===== src/rtl/uart_rx_framer_if.sv =====
// Signal bundle between the UART receive port, the framer and the payload consumer.
// master = framer side, slave = UART/consumer side.
interface uart_rx_framer_if;
  logic [7:0] rx_byte;
  logic       rx_ne;
  logic       rx_clear;
  logic [7:0] data;
  logic       data_valid;
  logic       frame_ok;
  logic       frame_err;
  logic [1:0] err_code;
  logic       busy;
  logic [1:0] hs_state;
  logic [1:0] parse_state;

  modport master (
    input  rx_byte, rx_ne,
    output rx_clear, data, data_valid, frame_ok, frame_err, err_code, busy,
    output hs_state, parse_state
  );

  modport slave (
    output rx_byte, rx_ne,
    input  rx_clear, data, data_valid, frame_ok, frame_err, err_code, busy,
    input  hs_state, parse_state
  );
endinterface


===== src/rtl/uart_rx_framer.sv =====
// Drains UART bytes via RXNE/clear, hunts for SYNC and parses length-prefixed
// frames with an additive checksum and an inter-byte timeout.
module uart_rx_framer #(
  parameter logic [7:0] SYNC        = 8'hAA,
  parameter int         MAX_LEN     = 16,
  parameter int         TIMEOUT_CYC = 104160
) (
  input logic               clk,
  input logic               rst_n,
  uart_rx_framer_if.master  bus
);
  // Handshake: a byte is consumed only in HS_IDLE with rx_ne=1. It is handed
  // to the parser that same cycle; rx_clear follows for one cycle, then a
  // gap cycle hides the UART's stale rx_ne.
  typedef enum logic [1:0] {HS_IDLE, HS_CLEAR, HS_GAP}      hs_t;
  typedef enum logic [1:0] {P_HUNT, P_LEN, P_PAYLOAD, P_CHK} p_t;

  localparam int          TW      = $clog2(TIMEOUT_CYC + 1);
  localparam logic [TW-1:0] TO_LAST = TW'(TIMEOUT_CYC - 1);

  hs_t hs_q, hs_n;
  p_t  p_q, p_n;

  logic [7:0]    rx_b;
  logic          consume, timeout_hit;
  logic [7:0]    len_q, len_n, sum_q, sum_n, cnt_q, cnt_n;
  logic [TW-1:0] tcnt_q, tcnt_n;
  logic [7:0]    data_q, data_n;
  logic          valid_q, valid_n, ok_q, ok_n, err_q, err_n;
  logic [1:0]    code_q, code_n;

  assign rx_b        = bus.rx_byte;
  assign consume     = (hs_q == HS_IDLE) && bus.rx_ne;
  assign timeout_hit = (p_q != P_HUNT) && !consume && (tcnt_q == TO_LAST);

  // State register plus registered datapath and strobes
  always_ff @(posedge clk or negedge rst_n) begin
    if (!rst_n) begin
      hs_q    <= HS_IDLE;
      p_q     <= P_HUNT;
      len_q   <= '0;
      sum_q   <= '0;
      cnt_q   <= '0;
      tcnt_q  <= '0;
      data_q  <= '0;
      valid_q <= 1'b0;
      ok_q    <= 1'b0;
      err_q   <= 1'b0;
      code_q  <= '0;
    end else begin
      hs_q    <= hs_n;
      p_q     <= p_n;
      len_q   <= len_n;
      sum_q   <= sum_n;
      cnt_q   <= cnt_n;
      tcnt_q  <= tcnt_n;
      data_q  <= data_n;
      valid_q <= valid_n;
      ok_q    <= ok_n;
      err_q   <= err_n;
      code_q  <= code_n;
    end
  end

  // Next-state logic for both FSMs
  always_comb begin
    hs_n = hs_q;
    case (hs_q)
      HS_IDLE:  if (bus.rx_ne) hs_n = HS_CLEAR;
      HS_CLEAR: hs_n = HS_GAP;
      HS_GAP:   hs_n = HS_IDLE;
      default:  hs_n = HS_IDLE;
    endcase

    p_n = p_q;
    if (consume) begin
      case (p_q)
        P_HUNT:    if (rx_b == SYNC) p_n = P_LEN;
        P_LEN:     p_n = (rx_b == 8'd0 || rx_b > 8'(MAX_LEN)) ? P_HUNT : P_PAYLOAD;
        P_PAYLOAD: if (cnt_q + 8'd1 == len_q) p_n = P_CHK;
        P_CHK:     p_n = P_HUNT;
        default:   p_n = P_HUNT;
      endcase
    end else if (timeout_hit) begin
      p_n = P_HUNT;
    end
  end

  // Output/datapath next values
  always_comb begin
    len_n   = len_q;
    sum_n   = sum_q;
    cnt_n   = cnt_q;
    data_n  = data_q;
    code_n  = code_q;
    valid_n = 1'b0;
    ok_n    = 1'b0;
    err_n   = 1'b0;
    tcnt_n  = (consume || p_q == P_HUNT) ? '0 : tcnt_q + TW'(1);

    if (consume) begin
      case (p_q)
        P_LEN: begin
          if (rx_b == 8'd0 || rx_b > 8'(MAX_LEN)) begin
            err_n  = 1'b1;
            code_n = 2'd1;
          end else begin
            len_n = rx_b;
            sum_n = rx_b;
            cnt_n = 8'd0;
          end
        end
        P_PAYLOAD: begin
          data_n  = rx_b;
          valid_n = 1'b1;
          sum_n   = sum_q + rx_b;
          cnt_n   = cnt_q + 8'd1;
        end
        P_CHK: begin
          if (rx_b == sum_q) begin
            ok_n = 1'b1;
          end else begin
            err_n  = 1'b1;
            code_n = 2'd2;
          end
        end
        default: ;
      endcase
    end else if (timeout_hit) begin
      err_n  = 1'b1;
      code_n = 2'd3;
    end
  end

  assign bus.rx_clear    = (hs_q == HS_CLEAR);
  assign bus.busy        = (p_q != P_HUNT);
  assign bus.data        = data_q;
  assign bus.data_valid  = valid_q;
  assign bus.frame_ok    = ok_q;
  assign bus.frame_err   = err_q;
  assign bus.err_code    = code_q;
  assign bus.hs_state    = hs_q;
  assign bus.parse_state = p_q;
endmodule


===== src/flat_wrapper.sv =====
// flat-port wrapper written by rule: the top's interface ports become plain ports
module uart_rx_framer_flat 
#(
  parameter logic [7:0] SYNC        = 8'hAA,
  parameter int         MAX_LEN     = 16,
  parameter int         TIMEOUT_CYC = 104160
)
  (clk, rst_n, bus_rx_byte, bus_rx_ne, bus_rx_clear, bus_data, bus_data_valid, bus_frame_ok, bus_frame_err, bus_err_code, bus_busy, bus_hs_state, bus_parse_state);
  uart_rx_framer_if bus_i ();
  input logic clk;
  input logic rst_n;
  input wire logic [$bits(bus_i.rx_byte)-1:0] bus_rx_byte;
  input wire logic [$bits(bus_i.rx_ne)-1:0] bus_rx_ne;
  output wire logic [$bits(bus_i.rx_clear)-1:0] bus_rx_clear;
  output wire logic [$bits(bus_i.data)-1:0] bus_data;
  output wire logic [$bits(bus_i.data_valid)-1:0] bus_data_valid;
  output wire logic [$bits(bus_i.frame_ok)-1:0] bus_frame_ok;
  output wire logic [$bits(bus_i.frame_err)-1:0] bus_frame_err;
  output wire logic [$bits(bus_i.err_code)-1:0] bus_err_code;
  output wire logic [$bits(bus_i.busy)-1:0] bus_busy;
  output wire logic [$bits(bus_i.hs_state)-1:0] bus_hs_state;
  output wire logic [$bits(bus_i.parse_state)-1:0] bus_parse_state;
  assign bus_i.rx_byte = bus_rx_byte;
  assign bus_i.rx_ne = bus_rx_ne;
  assign bus_rx_clear = bus_i.rx_clear;
  assign bus_data = bus_i.data;
  assign bus_data_valid = bus_i.data_valid;
  assign bus_frame_ok = bus_i.frame_ok;
  assign bus_frame_err = bus_i.frame_err;
  assign bus_err_code = bus_i.err_code;
  assign bus_busy = bus_i.busy;
  assign bus_hs_state = bus_i.hs_state;
  assign bus_parse_state = bus_i.parse_state;
  uart_rx_framer #(.SYNC(SYNC), .MAX_LEN(MAX_LEN), .TIMEOUT_CYC(TIMEOUT_CYC)) u_core (.clk(clk), .rst_n(rst_n), .bus(bus_i));
endmodule

===== config.mk =====
export PLATFORM = sky130hd
export DESIGN_NAME = uart_rx_framer_flat
export DESIGN_NICKNAME = d
export VERILOG_FILES = /design/src/rtl/uart_rx_framer_if.sv /design/src/rtl/uart_rx_framer.sv /design/src/flat_wrapper.sv
export SDC_FILE = /design/constraint.sdc
export NUM_CORES = 1
export LEC_CHECK = 0
export CAP_MARGIN = 20
export CORE_MARGIN = 2
export CORE_UTILIZATION = 42
export DETAILED_ROUTE_END_ITERATION = 7
export PLACE_DENSITY = 0.67
export SYNTH_ARGS = -nofsm -noshare
export SYNTH_HDL_FRONTEND = slang
export SYNTH_SLANG_ARGS = --single-unit

===== constraint.sdc =====
create_clock -name clk -period 2.65 [get_ports clk]
set_input_delay 0.265 -clock clk [delete_from_list [all_inputs] [get_ports clk]]
set_output_delay 0.265 -clock clk [all_outputs]
set_load 0.01 [all_outputs]

# Word level (Yosys, flattened, before mapping)
# Cells that the tools add are included.
[op_classes]
n_bitwise = 1
addsub = 3
n_eq_ne = 15
reduce_logical = 17
n_mux = 28
n_lt_le_gt_ge = 1
[op_table]
columns = ["op", "n"]
rows = [
  ["one-hot mux 8 bit (2 select lines)", 2],
  ["2-to-1 mux 2 bit", 10],
  ["adder 17 x 1 -> 17 bit, second input constant", 1],
  ["== test 17 bit, second input constant", 1],
  ["2-to-1 mux 17 bit", 1],
  ["== test 8 bit", 2],
  ["2-to-1 mux 8 bit", 2],
  ["inequality test 3 bit, second input constant", 5],
  ["2-to-1 mux 1 bit", 9],
  ["AND reduction 3 bit", 3],
  ["adder 8 x 1 -> 8 bit, second input constant", 1],
  ["adder 8 bit", 1],
  ["== test 8 bit, second input constant", 1],
  ["> comparator 8 x 5 -> 1 bit, second input constant", 1],
  ["zero test 8 bit", 1],
  ["one-hot mux 2 bit (2 select lines)", 2],
  ["one-hot mux 2 bit (4 select lines)", 1],
  ["nonzero test 2 bit", 3],
  ["== test 2 x 1 -> 1 bit, second input constant", 2],
  ["== test 2 bit, second input constant", 2],
  ["zero test 2 bit", 2],
  ["inequality test 2 bit, second input constant", 2],
  ["AND reduction 4 bit", 1],
  ["logical AND 1 bit", 3],
  ["5 further kinds", 6],
]
[word_totals]
out_inout_bits = 19
ff_bits = 58
in_bits = 11

# Logic depth before layout (Yosys ltp)
# Gate-level depths: netlist of run 1.
[depth]
word_depth = 7
mapped_depth = 11
mapped_depth_nobuf = 8

# Worst setup path after synthesis of run 1
# OpenSTA, ideal clock, no wires.
[synth_timing]
kind = "reg2reg"
startpoint = "register u_core.hs_q[0] (netlist: u_core.bus.hs_state[0])"
endpoint = "register u_core.sum_q[4]"
slack_ns = 0.726
setup_ns = 0.125
path_stages_with_launch = 9
n_path_buf = 3
arrival_time_ns = 1.798
cell_sequence = "dfrtp_1 -> or3b_1 -> buf_2 -> or2_1 -> buf_6 -> clkinv_4 -> a31oi_1 -> buf_6 -> mux2_4"
[synth_via]
elab_chain_len = 3
[synth_lines]
columns = ["item", "line_no", "source"]
rows = [
  ["start, declared", "uart_rx_framer.sv:21", "hs_t hs_q, hs_n;"],
  ["start signal, assigned", "uart_rx_framer.sv:51", "hs_q <= hs_n;"],
  ["zero test 2 bit", "uart_rx_framer.sv:33", "assign consume = (hs_q == HS_IDLE) && bus.rx_ne;"],
  ["logical AND 1 bit", "uart_rx_framer.sv:33", ""],
  ["AND reduction 3 bit (no source line)", "-", ""],
  ["end signal, assigned", "uart_rx_framer.sv:54", "sum_q <= sum_n;"],
  ["end, declared", "uart_rx_framer.sv:26", "logic [7:0] len_q, len_n, sum_q, sum_n, cnt_q, cnt_n;"],
]
# Every way passes these cells.
# A chain may end at the register's enable or synchronous reset.

# Worst setup path in the final report of run 1
[layout_timing]
startpoint = "input port bus_rx_byte[3]"
endpoint = "register u_core.code_q[0] (netlist: u_core.bus.err_code[0])"
[layout_via]
elab_chain_len = 4
elab_cells_between_ends = 7
[layout_lines]
columns = ["item", "line_no", "source"]
rows = [
  ["start, declared", "flat_wrapper.sv:12", "input wire logic [$bits(bus_i.rx_byte)-1:0] bus_rx_byte;"],
  ["> comparator 8 x 5 -> 1 bit or zero test 8 bit (tied branches)", "uart_rx_framer.sv:104", "if (rx_b == 8'd0 || rx_b > 8'(MAX_LEN)) begin"],
  ["logical OR 1 bit", "uart_rx_framer.sv:104", ""],
  ["inequality test 3 bit (no source line)", "-", ""],
  ["AND reduction 4 bit (no source line) (*)", "-", ""],
  ["end signal, assigned", "uart_rx_framer.sv:61", "code_q <= code_n;"],
  ["end, declared", "uart_rx_framer.sv:30", "logic [1:0] code_q, code_n;"],
]
# Mark *: on every way between the ends. The rest lies on a longest branch, timed or not.

==> results by group, run 1 <==
Clocking
  • Num Clock Sinks: 58
  • Clock Root Buffer: clkbuf_8
  • CTS tree: yes
  • Worst-path clk slew: 0.08 ns
  • Postcts setup bufs: 0
  • Htree depth: 3
  • Post-CTS Hold Fix Bufs: 0
  • Number of CTS-inserted buffers: 9
  • Post-CTS sizing: 0
  • Max Buffers Root-to-Sink: 2
  • Clk Latency, worst-skew pair: 0.35 ns

STA
  • FMAX: 0.4630 GHz
  • Sum of negative setup slack: 0 ns
  • Worst Skew: 0.01063 ns
  • Worst-case hold slack: 0.04270 ns
  • Final period utilization: 81.50%
  • RSZ-0062 raised after global routing: no
  • Slew Viols, Final: 0
  • Hold Fails Final Rpt: 0
  • Final setup violation count: 0
  • Tmin final: 2.160 ns
  • Worst slew pin tran: 0.7197 ns
  • Slew headroom: between 50% and 60%

Final layout
  • Nets: 385
  • Area delta synth->final: 20.47%
  • Antenna cells: 0
  • Layout cells sized above 1: 10.03%

Die
  • Die height: approximately 90 um
  • # IOs: 30
  • DIE AREA: about 0.008 mm^2
  • CORE AREA: around 0.0072 mm^2
  • Initial core utilization: 43.20%
  • Die Wd: around 90 um
  • Num rows: 31

Synthesis
  • Top-area cell type share of the netlist area: 46.57%
  • Number of synthesized register bits: 58
  • Synthesized cell area: around 0.0031 mm^2
  • Post-Syn Nets: 348
  • EDFF count, synth: 0
  • Syn avg cell area: approximately 9.5 um^2
  • Yosys cell types: 53
  • Post-synth top area cell: dfrtp_1
  • Async SR Flop Fraction: 100.0%
  • Register area share after synthesis: between 40% and 50%
  • Post-synthesis instance total: 327
  • Post-synth top flop: dfrtp_1
  • Synth warn: 0
  • Top cells by count, synth: dfrtp_1, nand2_1, nor2_1
  • Synth area leaders: dfrtp_1, nand2_1, xnor2_1
  • Top-count cell post-synth: dfrtp_1

Critical path
  • CP Class: input pin to flop
  • Worst Setup SP: bus_rx_byte[3]
  • Reg2Reg Setup Slack: 0.50 ns
  • Critical Path RT: 2.89 ns
  • Reg2reg start: u_core.bus.hs_state[0]$_DFFE_PN0P_
  • CP Capture Point: u_core.bus.err_code[0]$_DFFE_PN0P_
  • Critical Path AT: 2.40 ns
  • Crit-path max FO: 5
  • Crit. End Element: flop
  • Reg2reg path depth: 6
  • Reg2reg end: u_core.sum_q[7]$_DFFE_PN0P_
  • Startpoint types: input pin

Global route
  • Initial antenna violation count: 0
  • Global Route Usage Sum: 17.99%
  • Vias in the first global route: 2496
  • Largest net degree at the start of global routing: 59
  • First-pass GRT wire length: 11780 um
  • Total gr overflow: 0

Status
  • Status: complete, no violations

Power
  • Clk pwr share: 27.3%
  • Switching power of the nets: around 1.2 mW
  • Comb pwr share: 36.2%
  • Leakage: about 1.7 nW
  • Sequential power share: between 30% and 40%
  • Sw Share: a little over a third
  • Peak VDD IR: roughly 0.0005 V
  • PD cells: slightly above 900 mW/mm^2
  • Cell-internal power: 2.211 mW

Job
  • # Max-Cap Violations: 0

Placement
  • GPL Wtd Cong: 0.9250
  • Port bufs: 29
  • DP HPWL: 4750 um

Route
  • Routed WL: 6740 um
  • WL/cell: 14.40 um
  • First-pass iteration count of the detailed router: 4
  • Vias/cell: between 5 and 6
  • DRT iter0 DRCs: ~170
  • ANT nets after route: 0
  • Routed via count: between 2000 and 2500
  • DRC errors left: 0

Worst hold path
  • Hold Path Class: input pin to asynchronous set/reset pin
-- worst min-delay path by stage --
stage / depth (start not counted) / end / startpoint / slack, ns
6_report: 2 / u_core.tcnt_q[3]$_DFF_PN0_ / rst_n / 0.04
5_1_grt: 2 / u_core.tcnt_q[3]$_DFF_PN0_ / rst_n / 0.12
4_1_cts: 2 / u_core.tcnt_q[3]$_DFF_PN0_ / rst_n / 0.08
3_5_place_dp: 2 / u_core.tcnt_q[3]$_DFF_PN0_ / rst_n / 0.46
3_3_place_gp: 2 / u_core.tcnt_q[5]$_DFF_PN0_ / rst_n / 0.46
2_1_floorplan: 0 / u_core.bus.data[0]$_DFFE_PN0P_ / rst_n / -0.03
-- logic make-up after synthesis --
logic type | share of synthesized area [%]
DFF | 46.57
adders and majority gates | 4.255
xor gates and xnor gates | 7.868
AOI/OAI and AO/OA | 11.24
buffers and inverters | 4.295
and+or+nand+nor | 22.52
muxes | 3.251
-- power groups by stage --
| stage | clock network, mW | registers (mW) | logic (mW) |
|---|---|---|---|
| after global routing | 1.00 | 1.28 | 1.37 |
| after CTS | 0.954 | 1.25 | 1.24 |
| final | 0.929 | 1.25 | 1.23 |
| after floorplan | 0 | 1.27 | 0.769 |
| after detailed placement | 0 | 1.26 | 1.23 |
| after global placement | 0 | 1.26 | 1.21 |
-- metrics by stage --
step | std cells | worst slack (ns) | instance area [um^2] | total power, mW | utilization [%]
2_1_floorplan | 327 | 0.7264 | 3117 | 2.035 | -
5_1_grt | 468 | 0.4130 | 3755 | 3.656 | 52.05
3_3_place_gp | 452 | 0.2337 | 3528 | 2.471 | 48.91
3_5_place_dp | 452 | 0.1730 | 3528 | 2.498 | 48.91
6_report | 468 | 0.4902 | 3755 | 3.407 | 52.05
4_1_cts | 468 | 0.5048 | 3755 | 3.443 | 52.05
-- metal layers --
metal	GRT usage, %	vias to the layer above	part of all wire, %	routed length (um)
met4	7.179	0	1.3	89
met5	0	-	0	0
li1	-	1213	-	-
met3	5.113	8	3.9	262
met1	22.97	1166	48	3242
met2	28.88	45	47	3144
-- layout make-up --
class | count | area [um^2]
Sequential cell | 58 | 1451
Clock inverter | 7 | 102.6
Fill cell | 673 | 3460
Inverter | 11 | 46.29
Clock buffer | 9 | 123.9
Multi-Input combinational cell | 243 | 1531
Tap cell | 99 | 123.9
Timing Repair Buffer | 41 | 375.4
-- registers in the layout, indices dropped and copies added (netlist names), 2 cells and up --
signal                  cells
u_core.bus.parse_state      2
u_core.bus.err_code         2
u_core.tcnt_q              17
u_core.bus.hs_state         2
u_core.bus.data             8
u_core.sum_q                8
u_core.cnt_q                8
u_core.len_q                8
-- worst max-delay path, stage by stage --
cell	delay, ns
clkdlybuf4s50_1	0.54
ha_1	0.44
nor4_1	0.39
and3_1	0.25
nand2_1	0.06
a41o_1	0.26
o22a_1	0.19
-- placed cells by master (no fill, tap or decap), types with 9 or more instances in the layout --
| cell | netlist | routed |
|---|---|---|
| nand3_1 | 20 | 20 |
| nor2_1 | 29 | 29 |
| and3_1 | 9 | 9 |
| buf_4 | 0 | 12 |
| xor2_1 | 14 | 14 |
| clkdlybuf4s50_1 | 0 | 28 |
| o21ai_0 | 12 | 12 |
| inv_1 | 9 | 9 |
| ha_1 | 9 | 9 |
| xnor2_1 | 14 | 14 |
| clkbuf_8 | 0 | 9 |
| nand2_1 | 46 | 46 |
| dfrtp_1 | 58 | 58 |
(Power assumes the default switching activity.)
==> inputs of run 2 (changes only) <==
--- a/config.mk
+++ b/config.mk
@@ -9,7 +9,7 @@
 export CORE_MARGIN = 2
 export CORE_UTILIZATION = 42
 export DETAILED_ROUTE_END_ITERATION = 7
-export PLACE_DENSITY = 0.67
+export PLACE_DENSITY = 0.69
 export SYNTH_ARGS = -nofsm -noshare
 export SYNTH_HDL_FRONTEND = slang
 export SYNTH_SLANG_ARGS = --single-unit
==> constraint.sdc (replaced) <==
create_clock -name clk -period 1.8 [get_ports clk]
set_input_delay 0.18 -clock clk [delete_from_list [all_inputs] [get_ports clk]]
set_output_delay 0.18 -clock clk [all_outputs]
set_load 0.01 [all_outputs]
==> run 2 against run 1 <==
Net effect:
- the flow now finishes with violations (setup timing)
- critical path depth shrank 1
- power up 66%
- setup slack lost 0.57 ns
- global-route usage rose by 2.0 points
- sequential power rose by 46%
- first-iteration DRC count decreased by 21%
- non-clock buffer count grew 67
- utilization rose by 10 points
- die area unchanged
- via count up 14%
- routed wire length rose by 16%
- clock-buffer cell count is 1 higher
- critical endpoint is now u_core.sum_q[7]$_DFFE_PN0P_
==> results by group, run 2 (synthesis gave the netlist of run 1 again) <==
Status
  • Status: finished, violations left
  • Failing checks: setup timing

STA
  • Tmin final: 1.877 ns
  • Worst-case hold slack: slightly above 0.3 ns
  • Slew headroom: 63.24%
  • Final setup violation count: 5
  • Hold Fails Final Rpt: 0
  • RSZ-0062 raised after global routing: yes
  • Worst slew pin tran: approximately 0.55 ns
  • FMAX: 0.5327 GHz
  • Final setup margin: -0.07736 ns
  • Slew Viols, Final: 0
  • Worst Skew: 0.006573 ns
  • Final period utilization: 104.3%

Final layout
  • Antenna cells: 0
  • Nets: 452
  • Max reg flops: 17
  • Area delta synth->final: 43.64%
  • Layout cells sized above 1: 29.59%
  • Post-layout util: 62.05%
  • Commonest cells after routing, fill and taps aside: buf_4, dfrtp_1, nand2_1
  • Reg with most FFs: u_core.tcnt_q
  • Final Non-Filler Cells: 535
  • Commonest non-fill, non-tap cell in the layout: buf_4

Clocking
  • Num Clock Sinks: just under 60
  • Number of CTS-inserted buffers: 9
  • Worst-path clk slew: 0.07 ns
  • Htree depth: 3
  • CTS tree: yes
  • Clk Latency, worst-skew pair: 0.34 ns
  • Clock Root Buffer: clkbuf_8
  • Max Buffers Root-to-Sink: 2

Placement
  • GPL Wtd Cong: 0.8888
  • Placed insts: between 500 and 600
  • DP HPWL: ~5300 um
  • Port bufs: 29

Die
  • DIE AREA: 0.008126 mm^2
  • # IOs: 30
  • Die height: 90.15 um
  • Initial core utilization: between 40% and 50%
  • Die Wd: 90.15 um
  • Num rows: 31
  • CORE AREA: just over 0.007 mm^2

Critical path
  • CP Cell Sequence: or3b_4 -> or2_4 -> buf_6 -> or3_1 -> mux2i_1 -> a211o_1
  • Delay-heaviest family, CP: simple AND/OR/NAND/NOR gates
  • Reg2reg end: u_core.sum_q[7]$_DFFE_PN0P_
  • Slowest Stage Delay on Critical Path: roughly 0.42 ns
  • Critical Path AT: 2.16 ns
  • Crit. End Element: flop
  • CP Capture Point: u_core.sum_q[7]$_DFFE_PN0P_
  • Worst Setup SP: u_core.bus.hs_state[1]$_DFFE_PN0P_
  • CP Class: flop to flop
  • Critical Path RT: 2.08 ns
  • Reg2reg start: u_core.bus.hs_state[1]$_DFFE_PN0P_
  • Crit-path max FO: 4
  • WP depth: 6
  • Reg2Reg Setup Slack: -0.08 ns
  • Crit path max-delay cell type: or3b_4
  • WP buf/inv: 1
  • Startpoint types: flop
  • Reg2reg path depth: 6

Job
  • # Max-Cap Violations: 0

Global route
  • First-pass GRT wire length: 13080 um
  • Largest net degree at the start of global routing: 38
  • Initial antenna violation count: 0
  • Vias in the first global route: 2843
  • Global Route Usage Sum: 19.96%
  • Total gr overflow: 0

Power
  • Leakage: roughly 2.1 nW
  • Peak VDD IR: 0.0009497 V
  • PD cells: approximately 1300 mW/mm^2

Route
  • Routed WL: just under 8000 um
  • WL/cell: 14.59 um
  • First-pass iteration count of the detailed router: 4
  • Routed via count: 2772
  • DRC errors left: 0
  • DRT iter0 DRCs: 136
  • ANT nets after route: 0
  • Vias/cell: 5.181

Worst hold path
  • Hold_sp: bus_rx_byte[2]
  • Hold Path Class: input pin to flop
run 2: cell types whose count changed in the layout (fill, tap and decap cells not counted), sizes merged, moves of 2 or more:
cell	delta
clkdlybuf4s50	-5
buf	+65
dlygate4sd2	+3
clkbuf	+2
dlymetal6s2s	+2
run 2: worst min-delay path by stage:
| stage | end | depth (start not counted) | slack, ns |
|---|---|---|---|
| finish | u_core.sum_q[2]$_DFFE_PN0P_ | 3 | 0.31 |
| CTS | u_core.tcnt_q[15]$_DFF_PN0_ | 2 | 0.35 |
| global route | u_core.sum_q[2]$_DFFE_PN0P_ | 3 | 0.33 |
| detailed placement | u_core.tcnt_q[15]$_DFF_PN0_ | 1 | 0.19 |
| floorplan | u_core.bus.data[0]$_DFFE_PN0P_ | 0 | -0.12 |
| global placement | u_core.tcnt_q[16]$_DFF_PN0_ | 1 | 0.19 |
run 2: power breakdown:
group          switching, mW  total [mW]  internal, mW  leakage (nW)
Sequential             0.233        1.83          1.60         0.769
Combinational           1.17        2.49          1.32          1.21
Clock                  0.531        1.34         0.807         0.116
run 2: final cells by class:
type	instances	area, um^2
fillers	595	2738
multi-input cells	243	1703
flip-flops and latches	58	1451
repair buffers	108	934.6
clock buffers	10	137.6
well taps	99	123.9
clock inverters	6	80.08
inverters	11	46.29
run 2: routing by layer:
metal  vias up  part of all wire (%)  GRT usage, %
li1       1347                     -             -
met1      1331                    43         23.74
met2        76                    50         34.59
met3        18                   4.6         5.616
met4         0                   2.0         7.051
met5         -                     0             0
run 2: metrics by stage:
step	setup TNS, ns	total power, mW	cell area, um^2	worst slack, ns
3_3_place_gp	-10.78	3.929	3968	-0.5401
4_1_cts	-0.09098	5.548	4352	-0.04744
2_1_floorplan	-0.9355	3.014	3143	-0.1103
3_5_place_dp	-12.46	3.988	3968	-0.5537
5_1_grt	-0.9291	6.030	4477	-0.1693
6_report	-0.1967	5.661	4477	-0.07736
run 2: worst register-to-register path: cells and delay by family, from the launching register on:
kind / cells / cell delay, ns
multiplexers: 1 / 0.13
AO/OA/AOI/OAI: 1 / 0.12
buffers and inverters: 1 / 0.14
flip-flops: 1 / 0.39
AND/OR/NAND/NOR: 3 / 1.04
run 2: timing repair:
item / 4_1_cts / 5_1_grt
pin swaps: 10 / 10
setup endpoints to repair: 23 / 22
hold buffers: 1 / 0
setup buffers: 7 / 3
hold endpoints to repair: 21 / 0
cloned: 0 / 1
resized for setup: 21 / 22
==> inputs of run 3 (changes only) <==
--- a/config.mk
+++ b/config.mk
@@ -5,7 +5,7 @@
 export SDC_FILE = /design/constraint.sdc
 export NUM_CORES = 1
 export LEC_CHECK = 0
-export CAP_MARGIN = 20
+export CAP_MARGIN = 10
 export CORE_MARGIN = 2
 export CORE_UTILIZATION = 42
 export DETAILED_ROUTE_END_ITERATION = 7
==> results of run 3 <==
No change in the layout: final DEF, timing and power equal those of run 2.
